`config.mk`:
```
export PLATFORM = sky130hd
export DESIGN_NAME = ram_rd_stream_ctrl
export DESIGN_NICKNAME = d
export VERILOG_FILES = /design/src/rtl/ram_rd_stream_ctrl.sv
export SDC_FILE = /design/constraint.sdc
export NUM_CORES = 1
export LEC_CHECK = 0
export CAP_MARGIN = 20
export CORE_AREA = 2 2 127 129
export CTS_BUF_LIST = sky130_fd_sc_hd__clkbuf_4
export DETAILED_ROUTE_END_ITERATION = 10
export DIE_AREA = 0 0 129 131
export GPL_TIMING_DRIVEN = 0
export HOLD_SLACK_MARGIN = 0.08
export PLACE_DENSITY = 0.7
export SYNTH_ARGS = -nofsm -noshare
export SYNTH_HDL_FRONTEND = slang
export SYNTH_SLANG_ARGS = --single-unit
```
`constraint.sdc`:
```
create_clock -name clk -period 3.9 [get_ports clk]
set_input_delay 0.78 -clock clk [delete_from_list [all_inputs] [get_ports clk]]
set_output_delay 0.78 -clock clk [all_outputs]
set_load 0.02 [all_outputs]
```
`src/rtl/ram_rd_stream_ctrl.sv`:
```
// Burst read front end for a 1R1W synchronous RAM: issues per-word requests against reserved
// FIFO credits and streams responses out with a last flag. Optional counters: RAM_RD_STREAM_PERF_EN.
module ram_rd_stream_ctrl #(
  parameter int unsigned DATA_W    = 32,
  parameter int unsigned DEPTH     = 8,
  parameter int unsigned ADDR_W    = $clog2(DEPTH),
  parameter int unsigned LEN_W     = ADDR_W + 1,
  parameter int unsigned BUF_DEPTH = 4
) (
  input  logic              clk,
  input  logic              rst_n,
  input  logic              cmd_val,
  input  logic [ADDR_W-1:0] cmd_base_addr,
  input  logic [LEN_W-1:0]  cmd_len,
  output logic              cmd_rdy,
  output logic              rd_req_en_a,
  output logic [ADDR_W-1:0] rd_req_addr_a,
  input  logic              rd_req_rdy_a,
  input  logic              rd_resp_val_a,
  input  logic [DATA_W-1:0] rd_resp_data_a,
  output logic              rd_resp_rdy_a,
  output logic              data_val,
  output logic [DATA_W-1:0] data,
  output logic              data_last,
  input  logic              data_rdy
`ifdef RAM_RD_STREAM_PERF_EN
  ,
  output logic [31:0]       perf_stall_cnt,
  output logic [31:0]       perf_burst_cnt
`endif
);

  localparam int unsigned PtrW = $clog2(BUF_DEPTH);
  localparam int unsigned CntW = PtrW + 1;

  typedef enum logic [1:0] {StIdle, StIssue, StDrain} state_e;

  state_e              state_q, state_d;
  logic                cmd_rdy_q, cmd_rdy_d;
  logic [ADDR_W-1:0]   base_q, base_d;
  logic [LEN_W-1:0]    len_q, len_d;
  logic [LEN_W-1:0]    req_cnt_q, req_cnt_d;
  logic [LEN_W-1:0]    beat_cnt_q, beat_cnt_d;
  logic [CntW-1:0]     credits_q, credits_d;
  logic                req_en_q, req_en_d;
  logic [ADDR_W-1:0]   req_addr_q, req_addr_d;

  logic [DATA_W-1:0]   fifo_q [BUF_DEPTH];
  logic [PtrW-1:0]     wr_ptr_q, wr_ptr_d;
  logic [PtrW-1:0]     rd_ptr_q, rd_ptr_d;
  logic [CntW-1:0]     count_q, count_d;

  logic req_acc;
  logic fifo_wr;
  logic pop;
  logic last_pop;

  assign req_acc  = req_en_q & rd_req_rdy_a;
  // Responses outside a burst are strays; they are dropped rather than buffered.
  assign fifo_wr  = rd_resp_val_a & (state_q != StIdle);
  assign pop      = data_val & data_rdy;
  assign last_pop = pop & data_last;

  assign cmd_rdy       = cmd_rdy_q;
  assign rd_req_en_a   = req_en_q;
  assign rd_req_addr_a = req_addr_q;
  assign rd_resp_rdy_a = 1'b1;
  assign data_val      = (count_q != '0);
  assign data          = fifo_q[rd_ptr_q];
  assign data_last     = data_val & (beat_cnt_q == len_q - LEN_W'(1));

  always_comb begin
    state_d    = state_q;
    base_d     = base_q;
    len_d      = len_q;
    req_cnt_d  = req_cnt_q;
    beat_cnt_d = beat_cnt_q;

    if (req_acc) req_cnt_d = req_cnt_q + LEN_W'(1);
    if (pop)     beat_cnt_d = beat_cnt_q + LEN_W'(1);

    unique case (state_q)
      StIdle: begin
        if (cmd_val && cmd_rdy_q && (cmd_len != '0)) begin
          base_d     = cmd_base_addr;
          len_d      = cmd_len;
          req_cnt_d  = '0;
          beat_cnt_d = '0;
          state_d    = StIssue;
        end
      end
      StIssue: begin
        if (req_acc && (req_cnt_q == len_q - LEN_W'(1))) state_d = StDrain;
      end
      StDrain: begin
        if (last_pop) state_d = StIdle;
      end
      default: state_d = StIdle;
    endcase

    // A request accept and a pop in the same cycle cancel out.
    credits_d  = credits_q - CntW'(req_acc) + CntW'(pop);
    req_en_d   = (state_d == StIssue) && (credits_d != '0);
    req_addr_d = base_d + req_cnt_d[ADDR_W-1:0];
    cmd_rdy_d  = (state_d == StIdle);
  end

  always_comb begin
    wr_ptr_d = wr_ptr_q;
    rd_ptr_d = rd_ptr_q;
    if (fifo_wr) wr_ptr_d = wr_ptr_q + PtrW'(1);
    if (pop)     rd_ptr_d = rd_ptr_q + PtrW'(1);
    count_d = count_q + CntW'(fifo_wr) - CntW'(pop);
  end

  always_ff @(posedge clk or negedge rst_n) begin
    if (!rst_n) begin
      state_q    <= StIdle;
      cmd_rdy_q  <= 1'b0;
      base_q     <= '0;
      len_q      <= '0;
      req_cnt_q  <= '0;
      beat_cnt_q <= '0;
      credits_q  <= CntW'(BUF_DEPTH);
      req_en_q   <= 1'b0;
      req_addr_q <= '0;
      wr_ptr_q   <= '0;
      rd_ptr_q   <= '0;
      count_q    <= '0;
    end else begin
      state_q    <= state_d;
      cmd_rdy_q  <= cmd_rdy_d;
      base_q     <= base_d;
      len_q      <= len_d;
      req_cnt_q  <= req_cnt_d;
      beat_cnt_q <= beat_cnt_d;
      credits_q  <= credits_d;
      req_en_q   <= req_en_d;
      req_addr_q <= req_addr_d;
      wr_ptr_q   <= wr_ptr_d;
      rd_ptr_q   <= rd_ptr_d;
      count_q    <= count_d;
    end
  end

  // Storage needs no reset: occupancy gates every read.
  always_ff @(posedge clk) begin
    if (fifo_wr) fifo_q[wr_ptr_q] <= rd_resp_data_a;
  end

`ifdef RAM_RD_STREAM_PERF_EN
  logic [31:0] stall_cnt_q, stall_cnt_d;
  logic [31:0] burst_cnt_q, burst_cnt_d;

  always_comb begin
    stall_cnt_d = stall_cnt_q;
    burst_cnt_d = burst_cnt_q;
    if (req_en_q && !rd_req_rdy_a && (stall_cnt_q != '1)) stall_cnt_d = stall_cnt_q + 32'd1;
    if (last_pop && (burst_cnt_q != '1))                  burst_cnt_d = burst_cnt_q + 32'd1;
  end

  always_ff @(posedge clk or negedge rst_n) begin
    if (!rst_n) begin
      stall_cnt_q <= '0;
      burst_cnt_q <= '0;
    end else begin
      stall_cnt_q <= stall_cnt_d;
      burst_cnt_q <= burst_cnt_d;
    end
  end

  assign perf_stall_cnt = stall_cnt_q;
  assign perf_burst_cnt = burst_cnt_q;
`endif

  stray_resp_in_idle: assert property (@(posedge clk) disable iff (!rst_n)
    !(rd_resp_val_a && (state_q == StIdle)));

endmodule

```
[Yosys cells after proc, flatten, opt, wreduce, memory -nomap -nowiden]
Memories as Yosys holds them, arrays and structs flattened.
Cells that the tools add are included.
Cells by class
  mux-type cells: 14
  add/sub/neg operators: 10
  reduce and logical (&&, ||, !) cells: 11
  bitwise operators: 5
  equal/unequal tests: 5
Operators with widths (count)
  2-to-1 mux 4 bit: 6
  adder 4 x 1 -> 4 bit (second input constant): 2
  == test 4 bit: 2
  adder 3 x 1 -> 3 bit: 2
  2-to-1 mux 2 bit: 3
  2-to-1 mux 3 bit: 2
  one-hot mux 2 bit (3 select lines): 1
  nonzero test 3 bit: 2
  subtractor 3 x 1 -> 3 bit: 2
  AND 1 bit: 5
  adder 2 x 1 -> 2 bit (second input constant): 2
  == test 2 x 1 -> 1 bit (second input constant): 2
  logical AND 1 bit: 4
  zero test 2 bit: 2
  nonzero test 4 bit: 1
  subtractor 4 x 1 -> 4 bit (second input constant): 1
  adder 3 bit: 1
  == test 2 bit (second input constant): 1
  2-to-1 mux 1 bit: 2
  AND reduction 2 bit: 1
  nonzero test 2 bit: 1
Storage, ports and cells
  input port bits: 45
  memories: 1
  word-level logic and storage cells: 58
  bits in registers: 32
  bits in writable memories: 128
  output and inout port bits: 40
Memories
  fifo_q: words 4, width 32, read ports 1, clocked after memory_dff 0, write ports 1, RTL line 48  | logic [DATA_W-1:0] fifo_q [BUF_DEPTH];

[Depth between registers and ports, before layout]
Gate-level depths: netlist (run 1).
  depth after elaboration: 8
  mapped depth: 11
  mapped depth without buffers: 11

[Least setup slack after synthesis (run 1)]
Ideal clock, no wire load.
  path type: input-to-reg
  from: input port cmd_len[1]
  to: register req_addr_q[2], in the netlist rd_req_addr_a[2]
  stages: 9
  arrival: 2.545 ns
  slack: 1.230 ns
  library setup time: 0.125 ns
  buffers on the path: 2
  cells stage by stage: or4_4 > and2_4 > buf_6 > buf_6 > nand2_1 > nand2_1 > ha_1 > fa_1 > xor2_1
Between the ends
  cells in the longest elaborated chain, start to end: 5
  elaborated cells between the ends (all ways): 7
RTL lines
  start, declared: RTL line 14  | input logic [LEN_W-1:0] cmd_len,
  nonzero test 4 bit: RTL line 84  | if (cmd_val && cmd_rdy_q && (cmd_len != '0)) begin
  logical AND 1 bit: RTL line 84
  2-to-1 mux 3 bit: RTL line 84
  2-to-1 mux 3 bit: RTL line 82  | unique case (state_q)
  named net base_d[0]: RTL line 40  | logic [ADDR_W-1:0] base_q, base_d;
  adder 3 bit: RTL line 104  | req_addr_d = base_d + req_cnt_d[ADDR_W-1:0];
  named net req_addr_d[2]: RTL line 46  | logic [ADDR_W-1:0] req_addr_q, req_addr_d;
  end signal, assigned: RTL line 139  | req_addr_q <= req_addr_d;
  end, declared: RTL line 46
The timed path passes the listed nets, and every way through them passes these cells.
A chain may end at the register's enable or synchronous reset.

[Worst setup path in the final report (run 1)]
  from: register rd_ptr_q[1]
  to: output port data[2]
Between the ends
  cells in the longest elaborated chain, start to end: 1
RTL lines
  start, declared: RTL line 50  | logic [PtrW-1:0] rd_ptr_q, rd_ptr_d;
  start signal, assigned: RTL line 141  | rd_ptr_q <= rd_ptr_d;
  memory read (4 x 32 bit)
  end, declared: RTL line 23  | output logic [DATA_W-1:0] data,
Every way passes these cells.

==> flow_summary.rst, run 1 <==
.. list-table::
   :header-rows: 1

   * - Metric
     - Value
   * - Count of boundary I/O pins
     - 85
   * - Crit path max-delay cell type
     - clkbuf_1
   * - Reg power frac
     - 41.1%
   * - Req. time, crit path
     - 3120 ps
   * - Clock Root Buffer
     - clkbuf_4
   * - Sum of overflow across all layers after global routing
     - 0
   * - Maximum fanout encountered on the critical timing path
     - 10
   * - Number of port buffers
     - 83
   * - VDD IR-drop max
     - 0.000312 V
   * - Average wire per cell in the routed design
     - 17.1 um
   * - Number of cells upsized or downsized after cts
     - 0
   * - Launching element type of the critical path
     - flip-flop
   * - Largest buffer count on any clock path
     - 2
   * - Largest stage delay on the critical path
     - 550 ps
   * - Areal power density over the cells
     - 754 nW/um2
   * - Number of iterations in the first detailed-routing pass
     - 4
   * - Post-route worst hold slack
     - 483 ps
   * - Most numerous cell types in the synthesized netlist
     - 128 x edfxtp_1, 32 x mux4_2, 31 x dfrtp_1, 20 x nand2_1
   * - Crit-path most repeated cell
     - clkbuf_1
   * - Critical path arrival
     - 2740 ps
   * - Detailed-routed wire length on met3
     - 587 um
   * - Largest net degree at the start of global routing
     - 29
   * - Slew HR
     - 42.6%
   * - Sum of negative setup slack
     - 0 ps
   * - Top-count cell post-synth
     - edfxtp_1
   * - Leakage component of the power
     - 0.00275 uW
   * - Clock edge transition at the registers on the reported setup and hold paths
     - 140 ps
   * - Type of the most critical hold path
     - flip-flop to flip-flop
   * - Clock tree from TritonCTS
     - yes
   * - Area added between synthesis and finish
     - 24.5%
   * - Number of cells on the worst reg-to-reg path
     - 11
   * - Number of warning messages in the yosys log
     - 0
   * - Die X
     - 129 um
   * - Die Footprint
     - 16900 um2
   * - Unique masters post-synth
     - 39
   * - Setup Buffers After CTS
     - 0
   * - Sw power
     - 1970 uW
   * - Clock Power Share
     - 17.5%
   * - H-tree Lvls
     - 4
   * - Highest attainable clock frequency
     - 284 MHz
   * - Final-report hold violation count
     - 0
   * - Final setup violating endpoints
     - 0
   * - Highest metal used
     - met4
   * - Overall Power
     - 5900 uW
   * - Max-cap violations
     - 0
   * - Internal power component
     - 3930 uW
   * - First-pass GRT wire length
     - 17.4 mm
   * - Most used flip-flop cell after synthesis
     - edfxtp_1
   * - DRC
     - 0
   * - Fill count
     - 1282
   * - Fraction of power consumed by combinational cells
     - 41.4%
   * - Fraction of final layout cells with drive strength greater than 1
     - 19.4%
   * - Starting Density
     - 40.3%
   * - Detailed route wirelength on metal2
     - 5.63 mm
   * - Post-route antenna net violation count
     - 0
   * - Sequential area share after synthesis
     - 73.9%
   * - Vertical die dimension
     - 131 um
   * - Syn_area_per_cell
     - 19.8 um2
   * - Share of the clock period used by the worst path
     - 90.2%
   * - Area of the core region
     - 15600 um2
   * - Share of the synthesized area in the top cell type
     - 61.1%
   * - Netlist area before placement
     - 6290 um2
   * - Number of enable-type register cells in the synthesized netlist
     - 128
   * - Proportion of synthesized flip-flops having asynchronous set or reset
     - 20.0%
   * - Total number of vias
     - 3141
   * - Insertion delay to the later sink of the worst-skew pair
     - 540 ps
   * - Via count of the first global-routing pass
     - 3338
   * - CTS Sinks
     - 160
   * - Standard-cell rows
     - 46
   * - Ranking of synthesized cells by area
     - edfxtp_1 61%, dfrtp_1 12%, mux4_2 11%
   * - All-Layer GR Usage
     - 14.0%
   * - Net count after synthesis
     - 378
   * - Final HPWL from detailed placement
     - 7.58 mm
   * - Final worst clock skew
     - 16.2 ps
   * - M1 wire length
     - 4.79 mm
   * - Number of antenna violations at the first check in global routing
     - 0
   * - Net switching share of the total power
     - 33.3%
   * - Final layout net count
     - 485
   * - Via-to-Cell Ratio
     - 4.80
   * - Final RePlAce weighted congestion
     - 0.792
   * - Library cell with the largest summed area after synthesis
     - edfxtp_1
   * - Cell depth of the worst hold path
     - 1
   * - Final Max Slew Viols
     - 0
   * - Category of the worst setup path capture point
     - primary output
   * - Cells along the critical path
     - clkbuf_1 > clkbuf_1 > mux4_2 > clkdlybuf4s50_1
   * - Category of the critical setup timing path
     - flip-flop to primary output
   * - Number of diodes
     - 0
   * - Worst Tran Pin Value
     - 858 ps
   * - Number of instances in the synthesized netlist
     - 318
   * - Run status
     - complete, no violations
   * - Cts hold-fix bufs
     - 0
   * - Final WL
     - 11.2 mm
   * - Num CTS Buffers
     - 17
   * - Setup repair after global routing missed its margin
     - false
   * - Synthesis-stage register bit count
     - 160
   * - Number of violations reported at the end of detailed-routing iteration 0
     - 174
   * - Clock period minus worst slack
     - 3520 ps
-- logic make-up (layout without fill, tap and decap cells) --
group | after synthesis | count (layout) | synth area share (%)
buffers and inverters | 24 | 144 | 1.81
DFF | 160 | 160 | 73.9
xor gates and xnor gates | 24 | 24 | 4.02
muxes | 33 | 33 | 11.6
other | 1 | 1 | 0.0597
and+or+nand+nor | 49 | 49 | 3.96
AOI/OAI and AO/OA | 12 | 12 | 1.27
adders and majority gates | 15 | 15 | 3.34
-- worst max-delay path, delay by kind of cell (launching register included) --
kind,cells,cell delay (ps)
flops,1,350
buf+inv,3,1410
mux,1,430
-- metal layers --
| metal | GRT usage [%] | vias to the layer above |
|---|---|---|
| li1 | - | 1443 |
| met2 | 24.3 | 96 |
| met4 | 4.99 | 0 |
| met5 | 0 | - |
| met3 | 4.28 | 13 |
| met1 | 16.8 | 1589 |
-- cells in the final DEF, fill, tap and decap left out, types with 3 or more instances in the layout --
| master | netlist | routed |
|---|---|---|
| bufinv_16 | 0 | 3 |
| dfrtp_1 | 31 | 31 |
| xor2_1 | 9 | 9 |
| nand3_1 | 3 | 3 |
| clkdlybuf4s50_1 | 0 | 83 |
| nand4_1 | 3 | 3 |
| inv_6 | 0 | 4 |
| nor2_1 | 8 | 8 |
| fa_1 | 3 | 3 |
| edfxtp_1 | 128 | 128 |
| buf_16 | 0 | 3 |
| buf_2 | 4 | 4 |
| clkinvlp_4 | 0 | 3 |
| clkbuf_4 | 0 | 17 |
| clkbuf_1 | 5 | 5 |
| mux4_2 | 32 | 32 |
| nand2_1 | 20 | 20 |
| ha_1 | 12 | 12 |
| clkinv_4 | 0 | 3 |
| inv_1 | 11 | 11 |
| o21ai_0 | 4 | 4 |
| and2_2 | 0 | 4 |
| xnor2_1 | 12 | 12 |
-- flip-flops by register name, indices dropped and copies added (netlist names) --
register,flops
base_q,3
fifo_q,128
req_cnt_q,4
count_q,3
rd_ptr_q,2
wr_ptr_q,2
cmd_rdy,1
beat_cnt_q,4
rd_req_en_a,1
rd_req_addr_a,3
credits_q,3
len_q,4
state_q,2
-- stage by stage --
step	area [um2]	setup slack, ps	cells	utilization, %
3_3_place_gp	7390	489	617	47.4
5_1_grt	7830	170	654	50.2
6_report	7830	380	654	50.2
2_1_floorplan	6290	1230	318	-
3_5_place_dp	7510	583	622	48.2
4_1_cts	7830	258	654	50.2
-- power groups by stage --
| stage | logic, uW | registers (uW) | clock network [uW] |
|---|---|---|---|
| after floorplan | 1520 | 2460 | 0 |
| after global placement | 2390 | 2460 | 0 |
| after detailed placement | 2480 | 2470 | 0 |
| after CTS | 2500 | 2430 | 1070 |
| after global routing | 2680 | 2470 | 1140 |
| final | 2440 | 2430 | 1030 |
-- worst paths after layout --
| path | slack (ps) | end | from |
|---|---|---|---|
| setup / recovery | 380 | data[2] | rd_ptr_q[1]$_DFFE_PN0P_ |
| hold / removal | 480 | count_q[2]$_DFF_PN0_ | count_q[2]$_DFF_PN0_ |
| setup reg to reg | 1230 | rd_req_en_a$_DFF_PN0_ | count_q[1]$_DFF_PN0_ |
| hold reg to reg | 480 | count_q[2]$_DFF_PN0_ | count_q[2]$_DFF_PN0_ |
| max in group asynchronous | 2530 | credits_q[2]$_DFF_PN1_ | rst_n |
| min in group asynchronous | 710 | beat_cnt_q[2]$_DFF_PN0_ | rst_n |
-- area by class of cell --
| class | count | area [um2] | share of cell area (%) |
|---|---|---|---|
| inverters | 12 | 45.0 | 0.576 |
| clock buffers | 17 | 128 | 1.63 |
| clock inverters | 15 | 183 | 2.33 |
| flip-flops and latches | 160 | 4650 | 59.4 |
| multi-input cells | 134 | 1530 | 19.6 |
| plain buffers | 12 | 68.8 | 0.879 |
| repair buffers | 88 | 953 | 12.2 |
| well taps | 216 | 270 | 3.45 |
Note: power is estimated with default switching activity, not from simulation.
==> inputs of run 2 (changes only) <==
--- a/config.mk
+++ b/config.mk
@@ -6,13 +6,15 @@
 export NUM_CORES = 1
 export LEC_CHECK = 0
 export CAP_MARGIN = 20
+export CELL_PAD_IN_SITES_DETAIL_PLACEMENT = 1
+export CELL_PAD_IN_SITES_GLOBAL_PLACEMENT = 1
 export CORE_AREA = 2 2 127 129
 export CTS_BUF_LIST = sky130_fd_sc_hd__clkbuf_4
 export DETAILED_ROUTE_END_ITERATION = 10
 export DIE_AREA = 0 0 129 131
 export GPL_TIMING_DRIVEN = 0
 export HOLD_SLACK_MARGIN = 0.08
-export PLACE_DENSITY = 0.7
+export PLACE_DENSITY = 0.78
 export SYNTH_ARGS = -nofsm -noshare
 export SYNTH_HDL_FRONTEND = slang
 export SYNTH_SLANG_ARGS = --single-unit
==> run 2 against run 1 <==
Effect of this change: design area is 2.2% lower; critical path type unchanged; wire length is 11% higher; first-iteration DRC count is 31% higher; fmax is 1.2% higher; combinational power hardly changed.
==> flow_summary.rst, run 2 (same netlist as run 1, synthesis figures left out) <==
.. list-table::
   :header-rows: 1

   * - Metric
     - Value
   * - Share of the clock period used by the worst path
     - 89.2% (was 90.2%)
   * - Insertion delay to the later sink of the worst-skew pair
     - 550 ps (was 540 ps)
   * - Req. time, crit path
     - 3120 ps (about the same)
   * - Critical path arrival
     - 2700 ps (was 2740 ps)
   * - Total number of vias
     - 3171 (was 3141)
   * - Crit-path most repeated cell
     - clkbuf_1 (unchanged)
   * - All-Layer GR Usage
     - 15.9% (was 14.0%)
   * - Post-route antenna net violation count
     - 0 (unchanged)
   * - Register containing the most flip-flops in the final layout
     - fifo_q (unchanged)
   * - Highest attainable clock frequency
     - 288 MHz (was 284 MHz)
   * - Cells along the critical path
     - clkbuf_1 > clkbuf_1 > mux4_2 > clkdlybuf4s50_1 (unchanged)
   * - Die Footprint
     - 16900 um2 (unchanged)
   * - Most common library cell in the layout ignoring fill and taps
     - edfxtp_1 (unchanged)
   * - Final-report hold violation count
     - 0 (unchanged)
   * - Number of buffer and inverter instances along the worst setup path
     - 3 (unchanged)
   * - Launching element type of the critical path
     - flip-flop (unchanged)
   * - Clock edge transition at the registers on the reported setup and hold paths
     - 140 ps (about the same)
   * - Final WL
     - 12.4 mm (was 11.2 mm)
   * - Slew HR
     - 39.6% (was 42.6%)
   * - Areal power density over the cells
     - 751 nW/um2 (was 754 nW/um2)
   * - Overall Power
     - 5740 uW (was 5900 uW)
   * - H-tree Lvls
     - 4 (unchanged)
   * - Setup Buffers After CTS
     - 0 (unchanged)
   * - Sum of negative setup slack
     - 0 ps (unchanged)
   * - Final HPWL from detailed placement
     - 8.18 mm (was 7.58 mm)
   * - Type of the most critical hold path
     - primary input to asynchronous set/reset pin (was flip-flop to flip-flop)
   * - Dpl ws
     - 417 ps (was 583 ps)
   * - Average wire per cell in the routed design
     - 19.1 um (was 17.1 um)
   * - Setup repair after global routing missed its margin
     - false (unchanged)
   * - Area added between synthesis and finish
     - 21.7% (was 24.5%)
   * - Delay-heaviest family, CP
     - buffers and inverters (unchanged)
   * - Die X
     - 129 um (unchanged)
   * - Crit path max-delay cell type
     - clkdlybuf4s50_1 (was clkbuf_1)
   * - Category of the critical setup timing path
     - flip-flop to primary output (unchanged)
   * - Worst Tran Pin Value
     - 906 ps (was 858 ps)
   * - CTS Sinks
     - 160 (unchanged)
   * - Leakage component of the power
     - 0.00268 uW (was 0.00275 uW)
   * - Via count of the first global-routing pass
     - 3515 (was 3338)
   * - Count of boundary I/O pins
     - 85 (unchanged)
   * - Fraction of final layout cells with drive strength greater than 1
     - 18.7% (was 19.4%)
   * - Commonest cells after routing, fill and taps aside
     - 128 x edfxtp_1, 82 x clkdlybuf4s50_1, 32 x mux4_2 (was 128 x edfxtp_1, 83 x clkdlybuf4s50_1, 32 x mux4_2)
   * - Number of violations reported at the end of detailed-routing iteration 0
     - 228 (was 174)
   * - Largest net degree at the start of global routing
     - 33 (was 29)
   * - Largest buffer count on any clock path
     - 2 (unchanged)
   * - Number of port buffers
     - 83 (unchanged)
   * - Final RePlAce weighted congestion
     - 0.735 (was 0.792)
   * - Number of cells upsized or downsized after cts
     - 0 (unchanged)
   * - Standard-cell rows
     - 46 (unchanged)
   * - Category of the worst setup path capture point
     - primary output (unchanged)
   * - Flip-flop count of the largest register, all copies and words added
     - 128 (unchanged)
   * - Maximum fanout encountered on the critical timing path
     - 10 (unchanged)
   * - Final setup violating endpoints
     - 0 (unchanged)
   * - VDD IR-drop max
     - 0.000304 V (was 0.000312 V)
   * - Clock tree from TritonCTS
     - yes (unchanged)
   * - Vertical die dimension
     - 131 um (unchanged)
   * - Number of antenna violations at the first check in global routing
     - 0 (unchanged)
   * - Sum of overflow across all layers after global routing
     - 0 (unchanged)
   * - Via-to-Cell Ratio
     - 4.89 (was 4.80)
   * - First-pass GRT wire length
     - 19.6 mm (was 17.4 mm)
   * - Num CTS Buffers
     - 17 (unchanged)
   * - Max-cap violations
     - 0 (unchanged)
   * - Number of diodes
     - 0 (unchanged)
   * - Area of the core region
     - 15600 um2 (unchanged)
   * - Run status
     - complete, no violations (unchanged)
   * - Clock period minus worst slack
     - 3480 ps (was 3520 ps)
   * - Starting Density
     - 40.3% (unchanged)
   * - Final worst clock skew
     - 19.0 ps (was 16.2 ps)
   * - Number of iterations in the first detailed-routing pass
     - 4 (unchanged)
   * - DRC
     - 0 (unchanged)
   * - Least setup slack across all paths after layout
     - 423 ps (was 380 ps)
   * - Final Max Slew Viols
     - 0 (unchanged)
   * - Clock Root Buffer
     - clkbuf_4 (unchanged)
   * - Final layout net count
     - 481 (was 485)
   * - Largest stage delay on the critical path
     - 590 ps (was 550 ps)
   * - Cts hold-fix bufs
     - 0 (unchanged)
run 2: cell types whose count changed in the layout (fill, tap and decap cells not counted):
cell | before | now
buf_12 | 2 | 0
buf_16 | 3 | 1
buf_2 | 4 | 5
bufinv_16 | 3 | 0
clkdlybuf4s50_1 | 83 | 82
clkinv_2 | 1 | 2
clkinv_4 | 3 | 4
clkinvlp_4 | 3 | 2
inv_6 | 4 | 5
run 2: cell type report:
type / count / area (um2)
Buffer: 12 / 68.8
Clock buffer: 17 / 128
Clock inverter: 14 / 108
Fill cell: 1474 / 7950
Inverter: 12 / 45.0
Multi-Input combinational cell: 134 / 1530
Sequential cell: 160 / 4650
Tap cell: 216 / 270
Timing Repair Buffer: 84 / 853
run 2: path summary, 6_finish.rpt:
kind / depth (start not counted) / endpoint / startpoint / slack (ps)
hold / removal: 1 / len_q[3]$_DFFE_PN0P_ / rst_n / 270
hold reg to reg: 1 / count_q[2]$_DFF_PN0_ / count_q[2]$_DFF_PN0_ / 500
max in group asynchronous: 1 / wr_ptr_q[1]$_DFFE_PN0P_ / rst_n / 3150
min in group clk: 1 / count_q[2]$_DFF_PN0_ / count_q[2]$_DFF_PN0_ / 500
setup reg to reg: 11 / rd_req_en_a$_DFF_PN0_ / count_q[1]$_DFF_PN0_ / 1170
setup / recovery: 4 / data[25] / rd_ptr_q[1]$_DFFE_PN0P_ / 420
run 2: per-stage QoR:
step | area (um2) | hold WS [ps] | util [%] | cells
2_1_floorplan | 6290 | 439 | - | 318
3_3_place_gp | 7390 | 457 | 47.4 | 617
3_5_place_dp | 7410 | 479 | 47.5 | 618
4_1_cts | 7650 | 255 | 49.0 | 649
5_1_grt | 7650 | 273 | 49.0 | 649
6_report | 7650 | 271 | 49.0 | 649
run 2: where the power goes:
group          total, uW  switching, uW  leakage [uW]  internal, uW
Clock                865            608      0.000127           257
Sequential          2440            177       0.00155          2260
Combinational       2440           1240      0.000997          1200
run 2: per-layer routing:
layer	GRT usage, %	up-vias	wire (um)
met5	0	-	0
met4	5.37	0	176
met3	4.56	18	667
met2	27.5	93	6310
met1	19.4	1629	5240
li1	-	1431	-
run 2: worst reg2reg max path: cells and delay by family (launching register included):
kind                     cells  cell delay, ps
buffers and inverters        2              90
XOR/XNOR                     2             300
flip-flops                   1             450
AND/OR/NAND/NOR              2             610
AO/OA/AOI/OAI                2             430
adder cells (fa/ha/maj)      3             750
